<file path="src/rtl/score4_pkg.sv">
`timescale 1ns/1ps
`default_nettype none
// ============================================================================
//  Module      : score4_pkg
//  Description : Shared board geometry, cell codes, FSM states and helpers
//                for the Score-4 game datapath.
//  Revision    : 1.0  initial release
// ============================================================================
package score4_pkg;

   localparam int COLS      = 7;
   localparam int ROWS      = 6;
   localparam int MAX_MOVES = COLS * ROWS;

   // Cell occupancy codes; the piece code of player t is {t, ~t}
   typedef enum logic [1:0] {
      EMPTY = 2'b00,
      P0    = 2'b01,
      P1    = 2'b10
   } cell_t;

   // panel[col][row], row 0 is the top of the board
   typedef logic [COLS-1:0][ROWS-1:0][1:0] panel_t;

   typedef enum logic [2:0] {
      S_IDLE      = 3'd0,
      S_FALL      = 3'd1,
      S_CHECK     = 3'd2,
      S_GAME_OVER = 3'd3,
      S_DRAW      = 3'd4
   } state_t;

   // Cell code for the piece of the given player
   function automatic logic [1:0] piece_of(input logic t);
      return {t, ~t};
   endfunction

endpackage
`default_nettype wire

</file>
<file path="src/rtl/move_controller.sv">
`timescale 1ns/1ps
`default_nettype none
// ============================================================================
//  Module      : move_controller
//  Description : Owns the Score-4 board. Moves the column cursor, drops a
//                piece with a timed fall animation, toggles the turn on
//                landing and samples the sibling win checker one cycle later
//                to decide win, draw or next move.
//  Revision    : 1.0  initial release
// ============================================================================
module move_controller
   import score4_pkg::*;
#(
   parameter int FALL_DIV = 1
) (
   input  logic       clk,
   input  logic       rst,
   input  logic       left,
   input  logic       right,
   input  logic       put,
   input  logic       exists_i,
   input  logic       winner_i,
   output panel_t     panel,
   output logic       turn,
   output logic [2:0] cursor,
   output logic       illegal,
   output logic       game_over,
   output logic       winner,
   output logic       draw
);

   localparam int               CNT_W       = $clog2(FALL_DIV + 1);
   localparam logic [CNT_W-1:0] C_CNT_LAST  = CNT_W'(FALL_DIV - 1);
   localparam logic [5:0]       C_MAX_MOVES = 6'(MAX_MOVES);
   localparam logic [2:0]       C_LAST_COL  = 3'(COLS - 1);
   localparam logic [2:0]       C_LAST_ROW  = 3'(ROWS - 1);

   state_t           r_state,     w_state;
   panel_t           r_panel,     w_panel;
   logic             r_turn,      w_turn;
   logic [2:0]       r_cursor,    w_cursor;
   logic             r_illegal,   w_illegal;
   logic             r_game_over, w_game_over;
   logic             r_winner,    w_winner;
   logic             r_draw,      w_draw;
   logic [2:0]       r_col,       w_col;
   logic [2:0]       r_row,       w_row;
   logic [CNT_W-1:0] r_cnt,       w_cnt;
   logic [5:0]       r_moves,     w_moves;
   logic [2:0]       w_row_dn;
   logic             w_step;

   // State and datapath registers; reset discards any piece in flight
   always_ff @(posedge clk or negedge rst) begin
      if (!rst) begin
         r_state     <= S_IDLE;
         r_panel     <= '0;
         r_turn      <= 1'b0;
         r_cursor    <= 3'd0;
         r_illegal   <= 1'b0;
         r_game_over <= 1'b0;
         r_winner    <= 1'b0;
         r_draw      <= 1'b0;
         r_col       <= 3'd0;
         r_row       <= 3'd0;
         r_cnt       <= '0;
         r_moves     <= 6'd0;
      end else begin
         r_state     <= w_state;
         r_panel     <= w_panel;
         r_turn      <= w_turn;
         r_cursor    <= w_cursor;
         r_illegal   <= w_illegal;
         r_game_over <= w_game_over;
         r_winner    <= w_winner;
         r_draw      <= w_draw;
         r_col       <= w_col;
         r_row       <= w_row;
         r_cnt       <= w_cnt;
         r_moves     <= w_moves;
      end
   end

   // Next-state and next-register values for every FSM state
   always_comb begin
      w_state     = r_state;
      w_panel     = r_panel;
      w_turn      = r_turn;
      w_cursor    = r_cursor;
      w_illegal   = 1'b0;
      w_game_over = r_game_over;
      w_winner    = r_winner;
      w_draw      = r_draw;
      w_col       = r_col;
      w_row       = r_row;
      w_cnt       = r_cnt;
      w_moves     = r_moves;
      w_row_dn    = r_row + 3'd1;
      w_step      = (r_cnt == C_CNT_LAST);

      case (r_state)
         S_IDLE: begin
            // put wins over cursor movement; the cursor stays put either way
            if (put) begin
               if (cell_t'(r_panel[r_cursor][0]) != EMPTY) begin
                  w_illegal = 1'b1;
               end else begin
                  w_col                 = r_cursor;
                  w_row                 = 3'd0;
                  w_cnt                 = '0;
                  w_panel[r_cursor][0]  = piece_of(r_turn);
                  w_state               = S_FALL;
               end
            end else if (left && !right) begin
               w_cursor = (r_cursor == 3'd0) ? C_LAST_COL : r_cursor - 3'd1;
            end else if (right && !left) begin
               w_cursor = (r_cursor == C_LAST_COL) ? 3'd0 : r_cursor + 3'd1;
            end
         end

         S_FALL: begin
            // One decision per step period: move down one row, or land
            if (w_step) begin
               w_cnt = '0;
               if ((r_row != C_LAST_ROW) &&
                   (cell_t'(r_panel[r_col][w_row_dn]) == EMPTY)) begin
                  w_panel[r_col][r_row]    = EMPTY;
                  w_panel[r_col][w_row_dn] = piece_of(r_turn);
                  w_row                    = w_row_dn;
               end else begin
                  w_turn  = ~r_turn;
                  if (r_moves != C_MAX_MOVES) begin
                     w_moves = r_moves + 6'd1;
                  end
                  w_state = S_CHECK;
               end
            end else begin
               w_cnt = r_cnt + 1'b1;
            end
         end

         S_CHECK: begin
            // Board and turn are stable here, so the win checker has settled
            if (exists_i) begin
               w_game_over = 1'b1;
               w_winner    = winner_i;
               w_state     = S_GAME_OVER;
            end else if (r_moves == C_MAX_MOVES) begin
               w_draw  = 1'b1;
               w_state = S_DRAW;
            end else begin
               w_state = S_IDLE;
            end
         end

         S_GAME_OVER, S_DRAW: begin
            // put starts a fresh game; the last winner id stays latched
            if (put) begin
               w_panel     = '0;
               w_turn      = 1'b0;
               w_cursor    = 3'd0;
               w_moves     = 6'd0;
               w_game_over = 1'b0;
               w_draw      = 1'b0;
               w_state     = S_IDLE;
            end
         end

         default: begin
            w_state = S_IDLE;
         end
      endcase
   end

   assign panel     = r_panel;
   assign turn      = r_turn;
   assign cursor    = r_cursor;
   assign illegal   = r_illegal;
   assign game_over = r_game_over;
   assign winner    = r_winner;
   assign draw      = r_draw;

endmodule
`default_nettype wire
</file>
<file path="config.mk">
export PLATFORM = sky130hd
export DESIGN_NAME = move_controller
export DESIGN_NICKNAME = d
export VERILOG_FILES = /design/src/rtl/score4_pkg.sv /design/src/rtl/move_controller.sv
export SDC_FILE = /design/constraint.sdc
export NUM_CORES = 1
export LEC_CHECK = 0
export ABC_CLOCK_PERIOD_IN_PS = 3480
export CORE_MARGIN = 8
export CORE_UTILIZATION = 31
export CTS_BUF_LIST = sky130_fd_sc_hd__clkbuf_8
export CTS_CLUSTER_DIAMETER = 40
export DETAILED_ROUTE_END_ITERATION = 8
export GPL_TIMING_DRIVEN = 0
export PLACE_DENSITY_LB_ADDON = 0.15
export REMOVE_ABC_BUFFERS = 1
export SLEW_MARGIN = 10
export SYNTH_ARGS = -nofsm -noshare
export SYNTH_HDL_FRONTEND = slang
export SYNTH_SLANG_ARGS = --single-unit
</file>
<file path="constraint.sdc">
create_clock -name clk -period 3.48 [get_ports clk]
set_clock_uncertainty 0.1 [all_clocks]
set_input_delay 1.044 -clock clk [delete_from_list [all_inputs] [get_ports clk]]
set_output_delay 1.044 -clock clk [all_outputs]
set_load 0.02 [all_outputs]
</file>
After elaboration in Yosys (flattened, before gate mapping)
Index checks and enable logic that the tools add are counted. W data, S select, Z words.

Bitwise gates (word level): 4. Equal/unequal tests: 20. Order comparisons: 8. Reductions and logical operators: 30. $add $sub $neg: 5. Muxes and demuxes: 64.

Operator list (number): $mux W84 (5); $pmux W84 S3 (1); $bwmux W84 (2); $demux W12 S3 (3); $and A84 B84 Y84 (1); $not A84 Y84 (1); $bmux W12 S3 (2); $mux W3 (16); $mux W12 (3); $mux W6 (4); $ne A2 B2 Y1 const B (11); $lt A3 B4 Y1 const B (4); $reduce_and A5 Y1 (3); $demux W2 S3 (2); $ge A3 B1 Y1 const B (4); $mux W1 (12); $pmux W3 S2 (2); $pmux W3 S4 (1); $pmux W6 S2 (1); $reduce_and A4 Y1 (3); $mux W2 (5); $reduce_bool A2 Y1 (5); $reduce_and A3 Y1 (3); $pmux W1 S2 (4); other kinds (20) (33).

Word-level logic and storage cells: 184. Input bits: 7. Output and inout port bits: 92. Register bits: 108.

Depth between registers and ports, before layout
Gate-level depths: netlist of the first run.

Depth in word-level cells: 12. Depth in mapped cells: 14. Mapped depth without buffers: 10.

Worst setup path before layout of the first run
Ideal clock, no wire load.

Kind: register to register. Start point: reg r_cursor[1], in the netlist cursor[1]. End point: reg r_panel (netlist bit panel[55]). Buffers on the path: 3. Required time: 3.251 ns. Clock period less this slack: 2.954 ns. Path slack: 0.526 ns. Arrival time: 2.725 ns. Library setup time: 0.129 ns. Stages on the path, launching flop included: 11. Path through: dfrtp_1 -> clkbuf_1 -> nand3b_1 -> o22ai_1 -> nor4_1 -> a31oi_1 -> o31a_1 -> buf_6 -> buf_6 -> a211o_1 -> o2bb2ai_1.

Cells in the longest elaborated chain, start to end: 5. Elaborated cells on any way between the ends: 10. Those cells by class: 1 x eq/ne; 7 x mux; 2 x reduce/logical.

RTL lines: start: declaration (line move_controller.sv:41) `logic [2:0] r_cursor, w_cursor;`; start signal: assignment (line move_controller.sv:72) `r_cursor <= w_cursor;`; $bmux W12 S3 / $demux W12 S3 (equally long branches) (line move_controller.sv:105, move_controller.sv:111); $mux W2 (implied by the code) / $bwmux W84 (equally long branches) (line move_controller.sv:105, move_controller.sv:111); $reduce_bool A2 Y1 / $mux W84 (equally long branches) (line move_controller.sv:105) `if (cell_t'(r_panel[r_cursor][0]) != EMPTY) begin`; $ne A2 B2 Y1 (no source line) / $mux W84 (equally long branches); $reduce_and A6 Y1 (no source line) / $pmux W84 S3 (equally long branches); end signal: assignment (line move_controller.sv:70) `r_panel <= w_panel;`; end: declaration (line move_controller.sv:39) `panel_t r_panel, w_panel;`.

Several ways; a longest one is shown, not always the timed one. The select of a mux whose other input is x is not followed. A chain may end at the register's enable or synchronous reset.

Worst setup path in the final report of the first run
Start point: reg r_col[2]. End point: reg r_panel (netlist bit panel[71]).

Cells in the longest elaborated chain, start to end: 10. Elaborated cells on any way between the ends: 21. Those cells by class: 2 x order compare; 1 x eq/ne; 12 x mux; 2 x bitwise; 4 x reduce/logical.

RTL lines: start: declaration (line move_controller.sv:46) `logic [2:0] r_col, w_col;`; start signal: assignment (line move_controller.sv:77) `r_col <= w_col;`; $lt A3 B4 Y1 (implied by the code) / $ge A3 B1 Y1 (equally long branches) (line move_controller.sv:127, move_controller.sv:128); $logic_and A1 B1 Y1 (implied by the code) (line move_controller.sv:127, move_controller.sv:128); $mux W12 (implied by the code) (line move_controller.sv:127) `w_panel[r_col][r_row] = EMPTY;`; $demux W12 S3 (line move_controller.sv:127); $not A84 Y84 (no source line); $and A84 B84 Y84 (no source line); $bwmux W84 (line move_controller.sv:128) `w_panel[r_col][w_row_dn] = piece_of(r_turn);`; $mux W84 (line move_controller.sv:125) `if ((r_row != C_LAST_ROW) &&`; $mux W84 (line move_controller.sv:123) `if (w_step) begin`; $pmux W84 S3 (line move_controller.sv:101) `case (r_state)`.

Several ways; a longest one is shown, not always the timed one. The select of a mux whose other input is x is not followed.

==> metrics.csv, run 1 <==
metric,value,unit
powerDensity,1130,nW/um2
syn-instance-count,734,
tightestPinTransition,1320,ps
ys_async_sr_fraction,100,%
crit_type,register to register,
arrival,3530,ps
cts_hold_buf,0,
dp_cells,1056,
setup_viol,0,
finalCritPeriodShare,96.0,%
fin_crit,3340,ps
synth_area_leaders,"dfrtp_1 (42%), o21ai_0 (9.8%), nand2_1 (4.7%)",
outcome,completed,
netlist_area,6310,um2
avgSynthCellArea,8.60,um2
peakVddDrop,0.000609,V
path_max_fanout,43,
whs_path_depth,2,
numPortBuffers,98,
ys_warn_count,0,
grt_pass1_vias,6294,
drtPass1Iterations,7,
coreArea,20100,um2
dp_hpwl,15700,um
overflow,0,
vias,6492,
drt_iter0_markers,569,
gr-usage-all-layers,19.1,%
initial_utilization,31.4,%
maxCapViolCount,0,
hp-class,register to register,
end_kind,register,
synth_edf_count,0,
synthTopCellsByCount,"o21ai_0 (124), dfrtp_1 (107), nand2_1 (79), nor2_1 (53), clkbuf_1 (34)",
clock-sinks,107,
vias_per_cell,5.91,
fmax,0.299,GHz
fin_cells,1099,
drt_wl_total,24200,um
postRouteAntennaNets,0,
route.detailed.drc,0,
synth_seq_area_share,42.4,%
synth.most_common_cell,o21ai_0,
placed_area,7500,um2
clk_pin_slew_worst_paths,120,ps
tritoncts,yes,
cp-startpoint,r_col[2]$_DFFE_PN0P_,
routabilityCongestion,0.876,
required,3670,ps
grt_pass1_wl,37000,um
leakage,3.10,nW
max-slew-margin-rel,11.1,%
die_x,159,um
clock_latency,410,ps
wire_per_inst,22.0,um
num_antenna_cells,0,
grt_max_degree,63,
dieHeight,159,um
hold_viol,0,
reg2reg_depth,9,
clk_path_buf_depth,2,
setup.worst_path.start_class,register,
synth_top_cell_area_share,42.4,%
stdcell_area,8140,um2
fp.dieArea,25200,um2
yosys.area.top_type,dfrtp_1,
htree_levels,3,
synth.distinct_cells,63,
cts_buffers,9,
report.final.slew_viol_count,0,
postSynth.topFlopCell,dfrtp_1,
io_pins,99,
drive_gt1_share,10.9,%
fp-row-count,52,
root_buffer,clkbuf_8,
ys_ff_latch,107,
antenna_found_initial,0,
timing.rr.start,r_col[2]$_DFFE_PN0P_,
finalNetCount,841,
worst_hold_startpoint,draw$_DFFE_PN0P_,
syn_to_final_growth,28.9,%
==> final cells by class <==
class,instances,area (um2)
clock buffer,9,124
multi-input combinational,549,3490
sequential,107,2690
timing repair buffer,126,1270
inverter,31,119
clock inverter,7,105
fill,1985,12000
tap,270,338
==> worst max-delay path: stages (launching register included) <==
cell	delay [ps]
dfrtp_4	630
or3_1	420
o211a_1	130
nor4_2	420
a2111oi_4	130
a41o_4	370
o31a_4	390
buf_12	180
a211oi_1	300
o22ai_1	130
==> stage by stage <==
step	TNS [ps]	hold slack, ps	utilization [%]	power (W)	worst slack [ps]
floorplan	-80040	368	-	0.00530	-1030
detailed placement	-183130	382	37.3	0.00750	-2110
global route	-14.5	448	40.5	0.00977	-5.18
finish	0	412	40.5	0.00918	140
global placement	-617500	382	36.8	0.00699	-3520
CTS	0	408	39.7	0.00889	2.82
==> cell usage in the layout (no fill, tap or decap), drive strengths merged, types with 12 or more instances in the layout <==
| cell | n |
|---|---|
| o2bb2ai | 21 |
| buf | 29 |
| a22oi | 16 |
| o31ai | 24 |
| nand3 | 12 |
| o22ai | 19 |
| dfrtp | 107 |
| o21ai | 125 |
| a21oi | 31 |
| clkdlybuf4s50 | 97 |
| nor2 | 53 |
| nor3 | 21 |
| inv | 35 |
| nand2 | 79 |
==> path summary, 6_finish.rpt <==
check                      slack, ps                endpoint
max                              140   panel[71]$_DFFE_PN0P_
min                              410        draw$_DFFE_PN0P_
max reg2reg                      140   panel[71]$_DFFE_PN0P_
min reg2reg                      410        draw$_DFFE_PN0P_
max in group asynchronous       2140  r_moves[4]$_DFFE_PN0P_
min in group asynchronous        440   panel[82]$_DFFE_PN0P_
==> cells by family after synthesis <==
| group | after synthesis | synth area share, % |
|---|---|---|
| AO/OA/AOI/OAI | 310 | 32.0 |
| AND/OR/NAND/NOR | 210 | 15.6 |
| adder cells (fa/ha/maj) | 10 | 1.98 |
| buffers and inverters | 81 | 5.47 |
| flip-flops | 107 | 42.4 |
| multiplexers | 13 | 2.14 |
| XOR/XNOR | 3 | 0.416 |
==> registers in the layout, indices dropped and copies added, names as in the netlist <==
signal     flops
cursor         3
draw           1
game_over      1
illegal        1
panel         84
r_col          3
r_moves        6
r_row          3
r_state        3
turn           1
winner         1
==> what timing repair did <==
action	4_1_cts	5_1_grt
setup buffers	15	9
pin swaps	3	4
gates resized for setup	22	22
gates cloned	2	1
endpoints found under the setup margin	96	83
==> metal layers <==
metal	vias up	track usage [%]	routed length [um]
met5	-	0	0
met4	0	8.13	706
met3	51	3.77	1910
met2	274	30.3	11300
met1	3242	24.8	10200
li1	2925	-	-
==> report_power, final <==
group	switching [W]	internal, W
logic	0.00371	0.00226
registers	0.000658	0.00166
clock network	0.000482	0.000418
Note: power is estimated with default switching activity, not from simulation.
==> run 2: changes to the inputs <==
Settings changed: CTS_BUF_LIST sky130_fd_sc_hd__clkbuf_8 to sky130_fd_sc_hd__clkbuf_8 sky130_fd_sc_hd__clkbuf_16, GPL_TIMING_DRIVEN 0 to not set.
==> run 2 against run 1 <==
Net effect: global-route usage shrank 0.61 points; critical path type unchanged; final cell count is 1.5% higher; critical endpoint is now panel[20]$_DFFE_PN0P_; flip-flop and latch count did not move; hold slack improved by 3.0 ps.
==> metrics.csv, run 2 (synthesized netlist as in run 1, its figures left out) <==
metric,value,unit,change
outcome,completed,,
r2r_slack,200,ps,+60 ps
drtPass1Iterations,5,,-2
cts_resized,0,,-100%
sw_frac_of_total,50.7,%,-2.1 points
tritoncts,yes,,
clk_pin_slew_worst_paths,80,ps,-40 ps
largest_register_ffs,84,,unchanged
peakVddDrop,0.000550,V,-9.7%
cts_buffers,9,,unchanged
clkPwrFrac,12.1,%,+2.3 points
routabilityCongestion,0.910,,+3.8%
numPortBuffers,98,,unchanged
finalNetCount,857,,+1.9%
setup_viol,0,,unchanged
powerDensity,1100,nW/um2,-2.4%
final_common_cell,o21ai_0,,
route.detailed.drc,0,,unchanged
r2r_end,panel[20]$_DFFE_PN0P_,,
placed_area,7790,um2,+3.8%
whs_path_depth,2,,unchanged
fp.dieArea,25200,um2,unchanged
vias_per_cell,5.74,,-2.8%
p_seq_share,24.9,%,-0.3 points
worst_hold_startpoint,draw$_DFFE_PN0P_,,
stdcell_area,8100,um2,-0.43%
die_x,159,um,unchanged
maxCapViolCount,0,,unchanged
hp-class,register to register,,
hold_viol,0,,unchanged
antenna_found_initial,0,,unchanged
grt_max_degree,55,,-13%
cts_setup_buffers,0,,-15
vias,6403,,-1.4%
timing.rr.start,r_col[1]$_DFFE_PN0P_,,
rsz0062_at_grt,false,,
final_cell_mix,"o21ai_0 (123), dfrtp_1 (106), clkdlybuf4s50_1 (97)",,
dp_slack,208,ps,+2320 ps
whs_endpoint,draw$_DFFE_PN0P_,,
dieHeight,159,um,unchanged
arrival,3450,ps,-80 ps
htree_levels,3,,unchanged
fp-row-count,52,,unchanged
drive_gt1_share,9.59,%,-1.3 points
drt_wl_total,23100,um,-4.5%
final-seq-area,2680,um2,-0.46%
wire_per_inst,20.7,um,-5.9%
postRouteAntennaNets,0,,unchanged
clock-sinks,107,,unchanged
end_kind,register,,
hold_ws,415,ps,+2.97 ps
multi_input_area,3290,um2,-5.8%
internal-power,0.00440,W,+1.6%
coreArea,20100,um2,unchanged
dp_hpwl,17100,um,+8.6%
root_buffer,clkbuf_16,,
num_antenna_cells,0,,unchanged
clk_path_buf_depth,2,,unchanged
io_pins,99,,unchanged
required,3650,ps,-20 ps
clock_latency,360,ps,-50 ps
crit_type,register to register,,
fmax,0.305,GHz,+1.8%
syn_to_final_growth,28.4,%,
grt_pass1_vias,6303,,+0.14%
finalSetupTns,0,ps,unchanged
reg2reg_depth,10,,+1
drt_iter0_markers,489,,-14%
tightestPinTransition,1010,ps,-309 ps
path_max_fanout,12,,-72%
fillCellCount,2014,,+1.5%
finalCritPeriodShare,94.2,%,-1.7 points
report.final.slew_viol_count,0,,unchanged
switchingPower,0.00452,W,-6.8%
initial_utilization,31.4,%,unchanged
grt_pass1_wl,35800,um,-3.3%
leakage,3.17,nW,+2.3%
setup.worst_path.start_class,register,,
overflow,0,,unchanged
gr-usage-all-layers,18.5,%,-0.61 points
fin_crit,3280,ps,-60.6 ps
cts_hold_buf,0,,unchanged
fin_ws,201,ps,+60.6 ps
max-slew-margin-rel,32.4,%,+21 points
combPwrFrac,63.0,%,-2.0 points
==> run 2: cell count changes in the layout (fill, tap and decap cells not counted), moves of 4 or more <==
cell / delta
nor3_4: -4
dfrtp_1: +4
clkbuf_16: +9
buf_4: +25
clkbuf_8: -9
o21ai_0: +4
==> run 2: worst max-delay path by stage <==
stage / depth (start not counted) / slack [ps] / startpoint / to
after detailed placement: 9 / 210 / r_col[2]$_DFFE_PN0P_ / panel[10]$_DFFE_PN0P_
final: 10 / 200 / r_col[1]$_DFFE_PN0P_ / panel[20]$_DFFE_PN0P_
after CTS: 9 / 190 / r_col[2]$_DFFE_PN0P_ / panel[20]$_DFFE_PN0P_
after floorplan: 8 / -1030 / r_col[2]$_DFFE_PN0P_ / panel[13]$_DFFE_PN0P_
after global routing: 10 / 0.4 / r_col[1]$_DFFE_PN0P_ / panel[57]$_DFFE_PN0P_
after global placement: 8 / 320 / put / panel[83]$_DFFE_PN0P_
==> run 2: power by group through the flow <==
| stage | logic, W | clock network, W | registers [W] |
|---|---|---|---|
| floorplan | 0.00278 | 0 | 0.00252 |
| global placement | 0.00550 | 0 | 0.00222 |
| detailed placement | 0.00559 | 0 | 0.00222 |
| CTS | 0.00560 | 0.00112 | 0.00221 |
| global route | 0.00609 | 0.00115 | 0.00228 |
| finish | 0.00562 | 0.00108 | 0.00222 |
==> run 2: critical path: stages (launching register included) <==
cell      delay, ps
dfrtp_1         430
buf_4           240
inv_2            90
o311a_1         330
a221oi_1        240
nand4_1         180
a41o_1          370
nor3_2          390
buf_4           200
nand4_1         310
o21ai_0         290
==> run 2: per-layer routing <==
layer,up-vias,wire [um],GRT usage [%],part of all wire [%]
met1,3188,10200,23.8,44
li1,2944,-,-,-
met4,0,544,6.92,2.4
met2,233,10900,30.1,47
met3,38,1460,3.53,6.3
met5,-,0,0,0
==> run 2: final cells by class <==
cell class,instances,share of cell area (%)
Multi-Input combinational cell,546,40.6
Tap cell,270,4.17
Sequential cell,107,33.1
Clock buffer,9,2.78
Timing Repair Buffer,145,16.9
Clock inverter,7,1.05
Inverter,31,1.44
==> run 2: through the flow <==
step           cells  utilization (%)  total power [W]
2_1_floorplan    684                -          0.00530
3_3_place_gp    1099             38.8          0.00772
3_5_place_dp    1099             38.8          0.00781
4_1_cts         1115             40.3          0.00893
5_1_grt         1115             40.3          0.00952
6_report        1115             40.3          0.00892
==> run 3: changes to the inputs <==
Settings changed: ABC_AREA set to 1.
==> run 3 against run 2 <==
Net effect: synthesized area rose by 19%; sequential share of layout area fell by 4.0 points; flip-flop and latch count did not move; maximum frequency rose by 12%; total power fell by 4.7%; synthesized cell count rose by 58%; cell area rose by 14%; final cell count rose by 41%; first-iteration DRC count rose by 38%; critical endpoint is now panel[79]$_DFFE_PN0P_.
==> metrics.csv, run 3 <==
metric,value,unit,change
num_antenna_cells,0,,unchanged
cts_hold_buf,0,,unchanged
netlist_area,7510,um2,+19%
whs_endpoint,winner$_DFFE_PN0P_,,
peakVddDrop,0.000397,V,-28%
powerDensity,922,nW/um2,-16%
gr-usage-all-layers,19.4,%,+0.90 points
drive_gt1_share,5.28,%,-4.3 points
clk_path_buf_depth,2,,unchanged
route.detailed.drc,0,,unchanged
setup.worst_path.start_class,register,,
synth.most_common_cell,nand2_1,,
required,3630,ps,-20 ps
final_common_cell,nand2_1,,
synth_edf_count,0,,unchanged
largest_register_ffs,84,,unchanged
setup_viol,0,,unchanged
io_pins,99,,unchanged
synth_area_leaders,"dfrtp_1 (36%), nand2_1 (17%), nor2_1 (8.1%)",,
ys_async_sr_fraction,100,%,unchanged
tritoncts,yes,,
synth_compound_area_share,11.3,%,-21 points
outcome,completed,,
r2r_slack,560,ps,+360 ps
hp-class,register to register,,
max-slew-margin-rel,37.2,%,+4.9 points
combPwrFrac,62.1,%,-0.9 points
finalNetCount,1263,,+47%
synth_top_family_by_area,simple AND/OR/NAND/NOR gates,,
use_met2,31.2,%,+1.1 points
grt_use_met3,4.06,%,+0.53 points
dp_slack,573,ps,+365 ps
path_max_fanout,70,,+58
hold_ws,393,ps,-21.9 ps
grt_max_degree,71,,+29%
cts_buffers,9,,unchanged
busiest_layer,met2,,
synth.area.mux_share,0,%,-2.1 points
rsz0062_at_grt,false,,
antenna_found_initial,0,,unchanged
hold_viol,0,,unchanged
p_seq_share,24.7,%,-0.2 points
dp_hpwl,19400,um,+14%
clkPwrFrac,13.2,%,+1.1 points
fin_crit,2920,ps,-360 ps
fp-row-count,57,,+9.6%
crit_path_top_delay_cell,dfrtp_1,,
power.total,0.00850,W,-4.7%
root_buffer,clkbuf_16,,
synth-xor-area-share,0.466,%,+0.050 points
sw_frac_of_total,53.8,%,+3.2 points
timing.rr.start,cursor[0]$_DFFE_PN0P_,,
dieHeight,172,um,+8.2%
report.final.slew_viol_count,0,,unchanged
finalCritPeriodShare,83.9,%,-10 points
fillCellCount,2572,,+28%
internal-power,0.00393,W,-11%
grtUsageMet1,25.6,%,+1.7 points
switchingPower,0.00458,W,+1.3%
synth_top_cell_area_share,35.6,%,-6.8 points
wire_per_inst,17.9,um,-14%
clk_pin_slew_worst_paths,70,ps,about the same
htree_levels,3,,unchanged
fmax,0.343,GHz,+12%
reg2reg_depth,10,,unchanged
drtPass1Iterations,6,,+1
worst_hold_startpoint,winner$_DFFE_PN0P_,,
syn_to_final_growth,22.8,%,
ys_warn_count,0,,unchanged
tightestPinTransition,940,ps,-74.2 ps
maxCapViolCount,0,,unchanged
drt_wl_total,28100,um,+22%
fin_ws,561,ps,+360 ps
cts_resized,0,,unchanged
whs_path_depth,2,,unchanged
drt_iter0_markers,674,,+38%
numPortBuffers,98,,unchanged
synth_seq_area_share,35.6,%,-6.8 points
initial_utilization,31.3,%,-0.15 points
end_kind,register,,
ys_ff_latch,107,,unchanged
synth.distinct_cells,38,,-40%
postSynth.topFlopCell,dfrtp_1,,
arrival,3070,ps,-380 ps
crit_type,register to register,,
synthTopCellsByCount,"nand2_1 (348), nor2_1 (163), inv_1 (124), dfrtp_1 (107), nand4_1 (61)",,
grt_pass1_vias,7778,,+23%
clock-sinks,107,,unchanged
fp.dieArea,29500,um2,+17%
die_x,172,um,+8.2%
avgSynthCellArea,6.49,um2,-25%
final_cell_mix,"nand2_1 (348), nor2_1 (163), inv_1 (124)",,
leakage,4.29,nW,+35%
syn-instance-count,1158,,+58%
finalCoreUtilization,38.4,%,-1.9 points
yosys.area.top_type,dfrtp_1,,
routabilityCongestion,0.880,,-3.3%
postRouteAntennaNets,0,,unchanged
vias_per_cell,5.17,,-10%
coreArea,24000,um2,+20%
crit_path_cell_trace,clkinv_1 -> nand3_1 -> o22ai_1 -> nor2_1 -> nand3_1 -> a21oi_4 -> nand4_1 -> buf_12 -> nand2_1 -> nand2_1,,
synthAdderAreaFrac,1.67,%,-0.32 points
clock_latency,360,ps,about the same
worst_path_largest_cell_delay,530,ps,+100 ps
cts_setup_buffers,0,,unchanged
finalSetupTns,0,ps,unchanged
r2r_end,panel[79]$_DFFE_PN0P_,,
yosys.area_share.simple,40.7,%,+25 points
grt_pass1_wl,44500,um,+25%
overflow,0,,unchanged
vias,8126,,+27%
## run 3: power groups by stage
stage                     logic, W  clock network, W  registers (W)
after floorplan            0.00255                 0        0.00245
after global placement     0.00525                 0        0.00212
after detailed placement   0.00528                 0        0.00212
after CTS                  0.00530           0.00116        0.00210
after global routing       0.00578           0.00120        0.00216
final                      0.00528           0.00113        0.00210
## run 3: cell type report
| cell class | instances | area, um2 | share of cell area [%] |
|---|---|---|---|
| multi-input cells | 864 | 4080 | 44.2 |
| flip-flops and latches | 107 | 2680 | 29.0 |
| repair buffers | 130 | 1260 | 13.6 |
| inverters | 134 | 503 | 5.45 |
| well taps | 324 | 405 | 4.40 |
| clock buffers | 9 | 225 | 2.44 |
| clock inverters | 5 | 80.1 | 0.868 |
## run 3: cell families after synthesis
logic type / Yosys count
AO/OA/AOI/OAI: 139
XOR/XNOR: 4
adder cells (fa/ha/maj): 10
buffers and inverters: 187
flip-flops: 107
AND/OR/NAND/NOR: 711
## run 3: worst max-delay path by stage
stage	startpoint	end	slack [ps]	cells past startpoint
2_1_floorplan	cursor[0]$_DFFE_PN0P_	panel[11]$_DFFE_PN0P_	-1680	9
3_3_place_gp	right	cursor[1]$_DFFE_PN0P_	600	8
3_5_place_dp	r_col[2]$_DFFE_PN0P_	panel[17]$_DFFE_PN0P_	570	12
4_1_cts	r_col[2]$_DFFE_PN0P_	r_moves[5]$_DFFE_PN0P_	560	12
5_1_grt	r_col[1]$_DFFE_PN0P_	panel[57]$_DFFE_PN0P_	330	13
6_report	cursor[0]$_DFFE_PN0P_	panel[79]$_DFFE_PN0P_	560	10
## run 3: layer usage
layer,up-vias,wire length (um)
met2,277,13000
met4,0,644
li1,3966,-
met5,-,0
met3,39,1820
met1,3844,12700
## run 3: critical path, delay by kind of cell, from the launching register on
kind	cells	cell delay (ps)
compound gates	2	380
buf+inv	2	620
flops	1	530
simple gates	6	1090
## run 3: through the flow
step	std cells	cell area, um2
5_1_grt	1573	9220
3_5_place_dp	1559	8920
2_1_floorplan	1105	7240
4_1_cts	1573	9220
3_3_place_gp	1559	8920
6_report	1573	9220
